--- src/rtl/rst_seq_ctrl.sv ---
// rst_seq_ctrl -- board reset sequencer.
//
// Synchronises the two board reset buttons and the MMCM lock, debounces the
// buttons, holds every reset output low while any reset request is present,
// then releases NUM_STAGES active-low resets one after another (bit 0 first)
// with STAGE_DELAY cycles between releases. Reports the cause of the last
// reset and a saturating count of non-POR reset events.
//
// Ports:
//   clk            sequencer clock (free-running, always-on)
//   rst_n          asynchronous active-low reset (power-on reset)
//   btn_fpga_rst_n async board button, low = pressed
//   btn_mcu_rst    async board button, high = pressed
//   pll_locked     async MMCM lock indication
//   rst_out_n      sequenced active-low resets, bit 0 released first
//   seq_done       high once every stage is released
//   rst_cause      last cause: 0 POR, 1 fpga button, 2 mcu button, 3 lock loss
//   rst_event_cnt  saturating count of non-POR reset events
module rst_seq_ctrl #(
  parameter int NUM_STAGES      = 3,
  parameter int SYNC_STAGES     = 2,
  parameter int DEBOUNCE_CYCLES = 16,
  parameter int HOLD_CYCLES     = 64,
  parameter int STAGE_DELAY     = 16
) (
  input  logic                  clk,
  input  logic                  rst_n,
  input  logic                  btn_fpga_rst_n,
  input  logic                  btn_mcu_rst,
  input  logic                  pll_locked,
  output logic [NUM_STAGES-1:0] rst_out_n,
  output logic                  seq_done,
  output logic [1:0]            rst_cause,
  output logic [7:0]            rst_event_cnt
);

  localparam int DB_W    = $clog2(DEBOUNCE_CYCLES + 1);
  localparam int CNT_MAX = (HOLD_CYCLES > STAGE_DELAY) ? HOLD_CYCLES : STAGE_DELAY;
  localparam int CNT_W   = $clog2(CNT_MAX + 1);

  typedef enum logic [1:0] {
    HOLD,
    RELEASE,
    RUN
  } state_t;

  function automatic logic [7:0] sat_inc(input logic [7:0] v);
    return (v == 8'hFF) ? v : v + 8'd1;
  endfunction

  // Simultaneous causes resolve fpga > mcu > lock.
  function automatic logic [1:0] cause_of(input logic fpga, input logic mcu);
    if (fpga) return 2'd1;
    if (mcu)  return 2'd2;
    return 2'd3;
  endfunction

  // ---- synchroniser stage ----
  // Flops reset to the "asserted" level so the block comes out of POR
  // still requesting reset until the real inputs have propagated.
  logic [SYNC_STAGES-1:0] fpga_sync, mcu_sync, lock_sync;
  logic                   fpga_s, mcu_s, lock_s;

  always_ff @(posedge clk or negedge rst_n) begin
    if (!rst_n) begin
      fpga_sync <= '0;
      mcu_sync  <= '1;
      lock_sync <= '0;
    end else begin
      fpga_sync <= {fpga_sync[SYNC_STAGES-2:0], btn_fpga_rst_n};
      mcu_sync  <= {mcu_sync[SYNC_STAGES-2:0], btn_mcu_rst};
      lock_sync <= {lock_sync[SYNC_STAGES-2:0], pll_locked};
    end
  end

  assign fpga_s = fpga_sync[SYNC_STAGES-1];
  assign mcu_s  = mcu_sync[SYNC_STAGES-1];
  assign lock_s = lock_sync[SYNC_STAGES-1];

  // ---- debounce stage ----
  // The counter only runs while the synced level disagrees with the
  // debounced level; any agreeing cycle restarts it.
  logic            fpga_db, mcu_db;
  logic [DB_W-1:0] fpga_db_cnt, mcu_db_cnt;

  always_ff @(posedge clk or negedge rst_n) begin
    if (!rst_n) begin
      fpga_db     <= 1'b0;
      fpga_db_cnt <= '0;
    end else if (fpga_s == fpga_db) begin
      fpga_db_cnt <= '0;
    end else if (fpga_db_cnt == DB_W'(DEBOUNCE_CYCLES - 1)) begin
      fpga_db     <= fpga_s;
      fpga_db_cnt <= '0;
    end else begin
      fpga_db_cnt <= fpga_db_cnt + DB_W'(1);
    end
  end

  always_ff @(posedge clk or negedge rst_n) begin
    if (!rst_n) begin
      mcu_db     <= 1'b1;
      mcu_db_cnt <= '0;
    end else if (mcu_s == mcu_db) begin
      mcu_db_cnt <= '0;
    end else if (mcu_db_cnt == DB_W'(DEBOUNCE_CYCLES - 1)) begin
      mcu_db     <= mcu_s;
      mcu_db_cnt <= '0;
    end else begin
      mcu_db_cnt <= mcu_db_cnt + DB_W'(1);
    end
  end

  logic fpga_pressed, mcu_pressed, req;

  assign fpga_pressed = ~fpga_db;
  assign mcu_pressed  = mcu_db;
  assign req          = fpga_pressed | mcu_pressed | ~lock_s;

  // ---- sequencer stage ----
  state_t                state, state_nxt;
  logic [CNT_W-1:0]      cnt, cnt_nxt;
  logic [NUM_STAGES-1:0] rst_nxt;
  logic                  done_nxt;
  logic [1:0]            cause_nxt;
  logic [7:0]            evcnt_nxt;

  always_ff @(posedge clk or negedge rst_n) begin
    if (!rst_n) begin
      state         <= HOLD;
      cnt           <= '0;
      rst_out_n     <= '0;
      seq_done      <= 1'b0;
      rst_cause     <= 2'd0;
      rst_event_cnt <= 8'd0;
    end else begin
      state         <= state_nxt;
      cnt           <= cnt_nxt;
      rst_out_n     <= rst_nxt;
      seq_done      <= done_nxt;
      rst_cause     <= cause_nxt;
      rst_event_cnt <= evcnt_nxt;
    end
  end

  always_comb begin
    state_nxt = state;
    cnt_nxt   = cnt;
    rst_nxt   = rst_out_n;
    done_nxt  = seq_done;
    cause_nxt = rst_cause;
    evcnt_nxt = rst_event_cnt;
    case (state)
      HOLD: begin
        rst_nxt  = '0;
        done_nxt = 1'b0;
        if (req) begin
          cnt_nxt = '0;
        end else if (cnt == CNT_W'(HOLD_CYCLES)) begin
          // HOLD_CYCLES full request-free cycles have elapsed.
          rst_nxt = NUM_STAGES'(1);
          cnt_nxt = '0;
          if (NUM_STAGES == 1) begin
            state_nxt = RUN;
            done_nxt  = 1'b1;
          end else begin
            state_nxt = RELEASE;
          end
        end else begin
          cnt_nxt = cnt + CNT_W'(1);
        end
      end
      RELEASE, RUN: begin
        if (req) begin
          state_nxt = HOLD;
          cnt_nxt   = '0;
          rst_nxt   = '0;
          done_nxt  = 1'b0;
          cause_nxt = cause_of(fpga_pressed, mcu_pressed);
          evcnt_nxt = sat_inc(rst_event_cnt);
        end else if (state == RELEASE) begin
          if (cnt == CNT_W'(STAGE_DELAY - 1)) begin
            // Released bits form a contiguous run from bit 0, so shifting
            // in a one releases exactly the next stage.
            rst_nxt = (rst_out_n << 1) | NUM_STAGES'(1);
            cnt_nxt = '0;
            if (&rst_nxt) begin
              state_nxt = RUN;
              done_nxt  = 1'b1;
            end
          end else begin
            cnt_nxt = cnt + CNT_W'(1);
          end
        end
      end
      default: begin
        state_nxt = HOLD;
        cnt_nxt   = '0;
        rst_nxt   = '0;
        done_nxt  = 1'b0;
      end
    endcase
  end

endmodule

--- config.mk ---
export PLATFORM = sky130hd
export DESIGN_NAME = rst_seq_ctrl
export DESIGN_NICKNAME = d
export VERILOG_FILES = /design/src/rtl/rst_seq_ctrl.sv
export SDC_FILE = /design/constraint.sdc
export NUM_CORES = 1
export LEC_CHECK = 0
export BUFFER_PORTS_ARGS = -buffer_cell sky130_fd_sc_hd__buf_2
export CAP_MARGIN = 20
export CELL_PAD_IN_SITES_DETAIL_PLACEMENT = 1
export CELL_PAD_IN_SITES_GLOBAL_PLACEMENT = 1
export CORE_MARGIN = 5
export CORE_UTILIZATION = 40
export DETAILED_ROUTE_END_ITERATION = 16
export HOLD_SLACK_MARGIN = 0.03
export PLACE_DENSITY = 0.8
export SYNTH_ARGS = -nofsm -noshare
export SYNTH_HDL_FRONTEND = slang
export SYNTH_SLANG_ARGS = --single-unit
--- constraint.sdc ---
create_clock -name clk -period 3.06 [get_ports clk]
set_input_delay 0.612 -clock clk [delete_from_list [all_inputs] [get_ports clk]]
set_output_delay 0.612 -clock clk [all_outputs]
set_load 0.1 [all_outputs]
==> results of run 1 <==
-- cell usage after synthesis, types with 2 or more instances --
master and instances:
nand3_1 11, a21oi_1 8, o311ai_0 2, dfrtp_1 38, nand2_1 15, and4_1 2, and2_1 6, xor2_1 8
inv_1 6, dfstp_2 3, xnor2_1 3, nor2_1 18, o21ai_0 11, ha_1 8, mux2_2 4, and3_1 4
nor2b_1 2, or2_2 2, nand4_1 2, and4bb_2 2
-- path summary, 6_finish.rpt --
| kind | endpoint | slack (ns) | cells past startpoint |
|---|---|---|---|
| worst max-delay path | cnt[5]$_DFFE_PN0P_ | 1.07 | 6 |
| min in group asynchronous | mcu_db_cnt[4]$_DFF_PN0_ | 0.43 | 1 |
| worst max register to register | cnt[5]$_DFFE_PN0P_ | 1.07 | 6 |
| worst min register to register | lock_sync[1]$_DFF_PN0_ | 0.36 | 0 |
| max in group asynchronous | rst_event_cnt[2]$_DFFE_PN0P_ | 2.09 | 1 |
| worst min-delay path | lock_sync[1]$_DFF_PN0_ | 0.36 | 0 |
-- sequential cells by signal, summed over array words and instances (netlist names) --
signal         cells
rst_event_cnt      8
cnt                7
fpga_db_cnt        5
mcu_db_cnt         5
rst_out_n          3
fpga_sync          2
lock_sync          2
mcu_sync           2
rst_cause          2
state              2
fpga_db            1
mcu_db             1
seq_done           1
-- routing by layer --
layer  global-route usage (%)  part of all wire (%)  wire (µm)  vias to the layer above
li1                         -                     -          -                      655
met1                     17.1                    49       1740                      647
met2                     22.9                    47       1680                       22
met3                     3.20                   3.1        112                        4
met4                     5.77                   1.5         55                        0
met5                        0                     0          0                        -
-- worst max-delay path, delay by kind of cell, from the launching register on --
kind,cells,cell delay [ns]
AOI/OAI and AO/OA,1,0.33
adders and majority gates,1,0.39
DFF,1,0.39
buffers and inverters,1,0.08
and+or+nand+nor,3,0.69
-- power by group through the flow --
| stage | Clock (mW) | Sequential (mW) | Combinational, mW |
|---|---|---|---|
| after floorplan | 0 | 0.569 | 0.0100 |
| after CTS | 0.365 | 0.560 | 0.0265 |
| after global routing | 0.393 | 0.561 | 0.0297 |
| after global placement | 0 | 0.570 | 0.0247 |
| final | 0.352 | 0.560 | 0.0247 |
| after detailed placement | 0 | 0.570 | 0.0261 |
-- cell usage in the layout, fill, tap and decap left out, types with 2 or more instances in the layout --
cell / instances
buf_2: 18
nand4_1: 2
and4bb_2: 2
clkbuf_8: 5
dfrtp_1: 38
inv_1: 6
dfstp_2: 3
nand3_1: 11
and3_1: 4
a21oi_1: 8
xor2_1: 8
nor2b_1: 2
clkinv_4: 2
and4_1: 2
and2_1: 6
nor2_1: 18
nand2_1: 15
mux2_2: 4
o21ai_0: 11
xnor2_1: 3
or2_2: 2
ha_1: 8
o311ai_0: 2
-- logic make-up (layout without fill, tap and decap cells) --
| logic type | count (synthesis) | count (layout) | synth area share [%] |
|---|---|---|---|
| xor+xnor | 11 | 11 | 5.18 |
| mux | 4 | 4 | 2.42 |
| compound gates | 29 | 29 | 9.48 |
| buf+inv | 7 | 32 | 1.41 |
| flops | 41 | 41 | 55.3 |
| simple gates | 73 | 73 | 20.8 |
| fa+ha+maj | 8 | 8 | 5.38 |
-- cell type report --
class	count	area [µm²]	area share [%]
repair buffers	18	90.1	4.28
clock buffers	5	68.8	3.27
well taps	52	65.1	3.09
clock inverters	3	22.5	1.07
flip-flops and latches	41	1030	49.0
multi-input cells	125	805	38.3
inverters	6	22.5	1.07
-- stage by stage --
step | hold WS [ns] | worst slack [ns] | instances | instance area (µm²) | utilization [%]
final | 0.364 | 1.07 | 250 | 2100 | 47.3
after global routing | 0.377 | 0.847 | 250 | 2100 | 47.3
after CTS | 0.369 | 1.07 | 250 | 2100 | 47.3
after global placement | 0.332 | 1.17 | 242 | 2010 | 45.3
after floorplan | 0.316 | 0.805 | 173 | 1860 | -
after detailed placement | 0.349 | 1.04 | 242 | 2010 | 45.3
==> flow_summary.json, run 1 <==
{
  "slowest_stage": "dfrtp_1",
  "yosys_most_used_dff": "dfrtp_1",
  "path_clk_slew_ns": 0.08,
  "viasPerCell": 5.31,
  "cts_setup_buffers": 0,
  "grt_max_degree": 42,
  "antenna_found_initial": 0,
  "peakVddDrop_mv": 0.332,
  "insertion_delay_ns": 0.29,
  "power.density_nw_per_um2": 445,
  "yosysSeqAreaShare_pct": 55.3,
  "pin_count": 19,
  "hold_buffers": 0,
  "crit_start": "state[0]$_DFFE_PN0P_",
  "fp-row-count": 24,
  "seqPwrFrac_pct": 59.8,
  "firstDrtPassIters": 4,
  "synth_top_area_share_pct": 51.1,
  "power_uw": 936,
  "die_h_um": 78.2,
  "finalCriticalPeriod_ns": 1.99,
  "core-area_um2": 4440,
  "timing.slew.headroom_pct": 42.6,
  "max_stage_delay_ns": 0.39,
  "clkPwrFrac_pct": 37.6,
  "num_vias": 1328,
  "cts_resized": 0,
  "power_leakage_nw": 1.04,
  "cts-root-buf": "clkbuf_8",
  "drcViolationCount": 0,
  "critPathCaptureType": "register",
  "area_growth_pct": 13.0,
  "yosys-top-cells-area": "dfrtp_1 51%, ha_1 5.4%, dfstp_2 4.2%, xor2_1 3.8%, nor2_1 3.6%",
  "cts_buffers": 5,
  "track_usage_pct": 13.7,
  "grt_first_pass_wirelength_um": 6690,
  "yosys_register_bits": 41,
  "setup_viol": 0,
  "synth_cells": 173,
  "rsz0062_at_grt": "false",
  "p_switching_uw": 214,
  "fp.dieW_um": 78.2,
  "initial_core_util_pct": 41.9,
  "die_area_um2": 6120,
  "ant_nets": 0,
  "clk_path_buf_depth": 2,
  "syn_area_per_cell_um2": 10.8,
  "maxCapViolations": 0,
  "place_congestion": 0.788,
  "p_int_uw": 723,
  "min_from": "lock_sync[0]$_DFF_PN0_",
  "synth_area_um2": 1860,
  "yosysUniqueCellTypes": 38,
  "fin_skew_ns": 0.00469,
  "fmaxAchievable_ghz": 0.501,
  "clock_sinks": 41,
  "worstReg2RegStart": "state[0]$_DFFE_PN0P_",
  "crit_path_max_fanout": 10,
  "critical_path_class": "reg -> reg",
  "wirelength_um": 3590,
  "fill_cells": 524,
  "grt_pass1_vias": 1470,
  "p_comb_share_pct": 2.6,
  "worstPathRequired_ns": 3.23,
  "drt-initial-drc-count": 50,
  "crit_arrival_ns": 2.17,
  "hold_viol_final": 0,
  "diodes": 0,
  "setup-tns-final_ns": 0,
  "path_cells": "inv_1 > ha_1 > nor2b_1 > and2_1 > nand2b_1 > o311ai_0",
  "drive_gt1_share_pct": 19.7,
  "finalNetCount": 210,
  "slew_violations": 0,
  "cts_htree_levels": 2,
  "dpl.hpwl_um": 2660,
  "synthArstFlopShare_pct": 100,
  "post-route-period-util_pct": 65.2,
  "yosysWarningCount": 0,
  "start_kind": "register",
  "grt_overflow": 0,
  "routedWlPerCell_um": 14.4,
  "synth_fp_nets": 186,
  "tritoncts": "yes",
  "hold_class": "reg -> reg",
  "swShare_pct": 22.8,
  "synth-edff-count": 0,
  "yosys.area.top_type": "dfrtp_1",
  "io_buffers": 18,
  "status": "completed",
  "tightest_slew_ns": 0.861
}
Power figures use the tool's default switching activity.
==> run 2: changes to the inputs <==
==> constraint.sdc (replaced) <==
create_clock -name clk -period 2.03 [get_ports clk]
set_input_delay 0.406 -clock clk [delete_from_list [all_inputs] [get_ports clk]]
set_output_delay 0.406 -clock clk [all_outputs]
set_load 0.1 [all_outputs]
==> run 2 against run 1 <==
Compared with the run above:
- register-to-register slack worse by 0.96 ns
- hold slack got worse by 0.28 ns
- routed wire length rose by 7.0%
- clock-buffer cell count up 2
- critical endpoint unchanged
==> flow_summary.json, run 2 (synthesized netlist as in run 1, its figures left out) <==
{
  "io_buffers": 18,
  "top_regs": "rst_event_cnt x8, cnt x7",
  "fp-row-count": 24,
  "crit_start": "state[0]$_DFFE_PN0P_",
  "grt_overflow": 0,
  "viasPerCell": 5.24,
  "layout_common_cells": "31 x dfrtp_1, 18 x nor2_1, 18 x buf_2, 15 x nand2_1",
  "cts_buffers": 5,
  "core-area_um2": 4440,
  "finalCriticalPeriod_ns": 1.92,
  "die_area_um2": 6120,
  "antenna_found_initial": 0,
  "clock_sinks": 41,
  "initial_core_util_pct": 41.9,
  "final_common_cell": "dfrtp_1",
  "pin_count": 19,
  "r2r_end": "cnt[5]$_DFFE_PN0P_",
  "status": "completed",
  "path_clk_slew_ns": 0.08,
  "power_leakage_nw": 1.08,
  "num_vias": 1358,
  "maxCapViolations": 0,
  "cts-root-buf": "clkbuf_8",
  "insertion_delay_ns": 0.30,
  "grt_max_degree": 26,
  "r2r_cells": 6,
  "final_cells": 259,
  "rrSetupSlack_ns": 0.11,
  "finalNetCount": 219,
  "slew_violations": 0,
  "drt-initial-drc-count": 71,
  "top_register": "rst_event_cnt",
  "clk_path_buf_depth": 2,
  "hold_class": "in -> async",
  "peakVddDrop_mv": 0.468,
  "critPathCaptureType": "register",
  "drive_gt1_share_pct": 27.5,
  "setup_viol": 0,
  "path_cells": "ha_1 > and4bb_2 > and2_1 > a32o_2 > nand2b_1 > o311ai_0",
  "dp.cells": 247,
  "wirelength_um": 3840,
  "die_h_um": 78.2,
  "whs_ns": 0.0870,
  "start_kind": "register",
  "area_growth_pct": 18.2,
  "setup-tns-final_ns": 0,
  "grt_first_pass_wirelength_um": 6870,
  "power.density_nw_per_um2": 676,
  "crit_path_max_fanout": 6,
  "max_stage_delay_ns": 0.41,
  "worstReg2RegStart": "state[0]$_DFFE_PN0P_",
  "track_usage_pct": 14.4,
  "dpl.hpwl_um": 2850,
  "tightest_slew_ns": 0.557,
  "slowest_stage": "dfrtp_1",
  "place_congestion": 0.802,
  "firstDrtPassIters": 4,
  "worstPathRequired_ns": 2.22,
  "diodes": 0,
  "hold_viol_final": 0,
  "timing.slew.headroom_pct": 62.9,
  "critical_path_class": "reg -> reg",
  "grt_pass1_vias": 1428,
  "tritoncts": "yes",
  "fin_skew_ns": 0.00717,
  "cts_htree_levels": 2,
  "ant_nets": 0,
  "fmaxAchievable_ghz": 0.521,
  "largest_register_ffs": 8,
  "post-route-period-util_pct": 94.6,
  "routedWlPerCell_um": 14.8,
  "drcViolationCount": 0,
  "crit_arrival_ns": 2.11,
  "fp.dieW_um": 78.2
}
## run 2: cell types whose count changed in the layout (fill, tap and decap cells not counted), moves of 2 or more
cell / change
buf_4: +9
clkbuf_8: +2
clkinv_4: -2
dfrtp_1: -7
dfrtp_2: +7
ha_1: -2
ha_2: +2
## run 2: how the worst max path moves through the flow
stage	end	slack, ns	cells after the start
2_1_floorplan	rst_event_cnt[1]$_DFFE_PN0P_	0.1	4
3_3_place_gp	cnt[4]$_DFFE_PN0P_	0.14	6
3_5_place_dp	cnt[4]$_DFFE_PN0P_	0.10	6
4_1_cts	cnt[5]$_DFFE_PN0P_	0.09	6
5_1_grt	cnt[3]$_DFFE_PN0P_	-0.02	7
6_report	cnt[5]$_DFFE_PN0P_	0.11	6
## run 2: per-layer routing
layer | track usage (%) | vias up | share of wire [%]
met2 | 22.8 | 22 | 47
li1 | - | 667 | -
met3 | 3.43 | 8 | 3.5
met5 | 0 | - | 0
met4 | 6.82 | 0 | 2.2
met1 | 18.6 | 661 | 47
## run 2: worst max-delay path, delay by kind of cell, from the launching register on
| kind | cells | cell delay (ns) |
|---|---|---|
| DFF | 1 | 0.41 |
| adders and majority gates | 1 | 0.22 |
| and+or+nand+nor | 3 | 0.65 |
| AOI/OAI and AO/OA | 2 | 0.53 |
## run 2: stage by stage
stage	area, µm²	worst slack [ns]	utilization, %	power [mW]
after CTS	2160	0.0913	48.7	1.52
after global routing	2200	-0.0203	49.5	1.56
final	2200	0.110	49.5	1.49
after global placement	2060	0.141	46.3	0.900
after floorplan	1870	0.0988	-	0.872
after detailed placement	2060	0.103	46.3	0.902
## run 2: report_power, final
part	total [mW]	leakage, nW	switching, mW	internal, mW
logic	0.0402	0.489	0.0257	0.0145
registers	0.844	0.536	0.0103	0.833
clock network	0.602	0.0549	0.289	0.314
## run 2: layout make-up
cell class	instances	area [µm²]
Multi-Input combinational cell	125	810
Inverter	6	22.5
Clock buffer	7	96.3
Sequential cell	41	1040
Clock inverter	1	8.76
Tap cell	52	65.1
Timing Repair Buffer	27	158
Fill cell	502	2250
## run 2: repair_timing
| action | CTS | global route |
|---|---|---|
| hold buffers | 0 | 0 |
| buffers inserted | 0 | 4 |
| setup endpoints to repair | 0 | 3 |
| resized for setup | 0 | 3 |
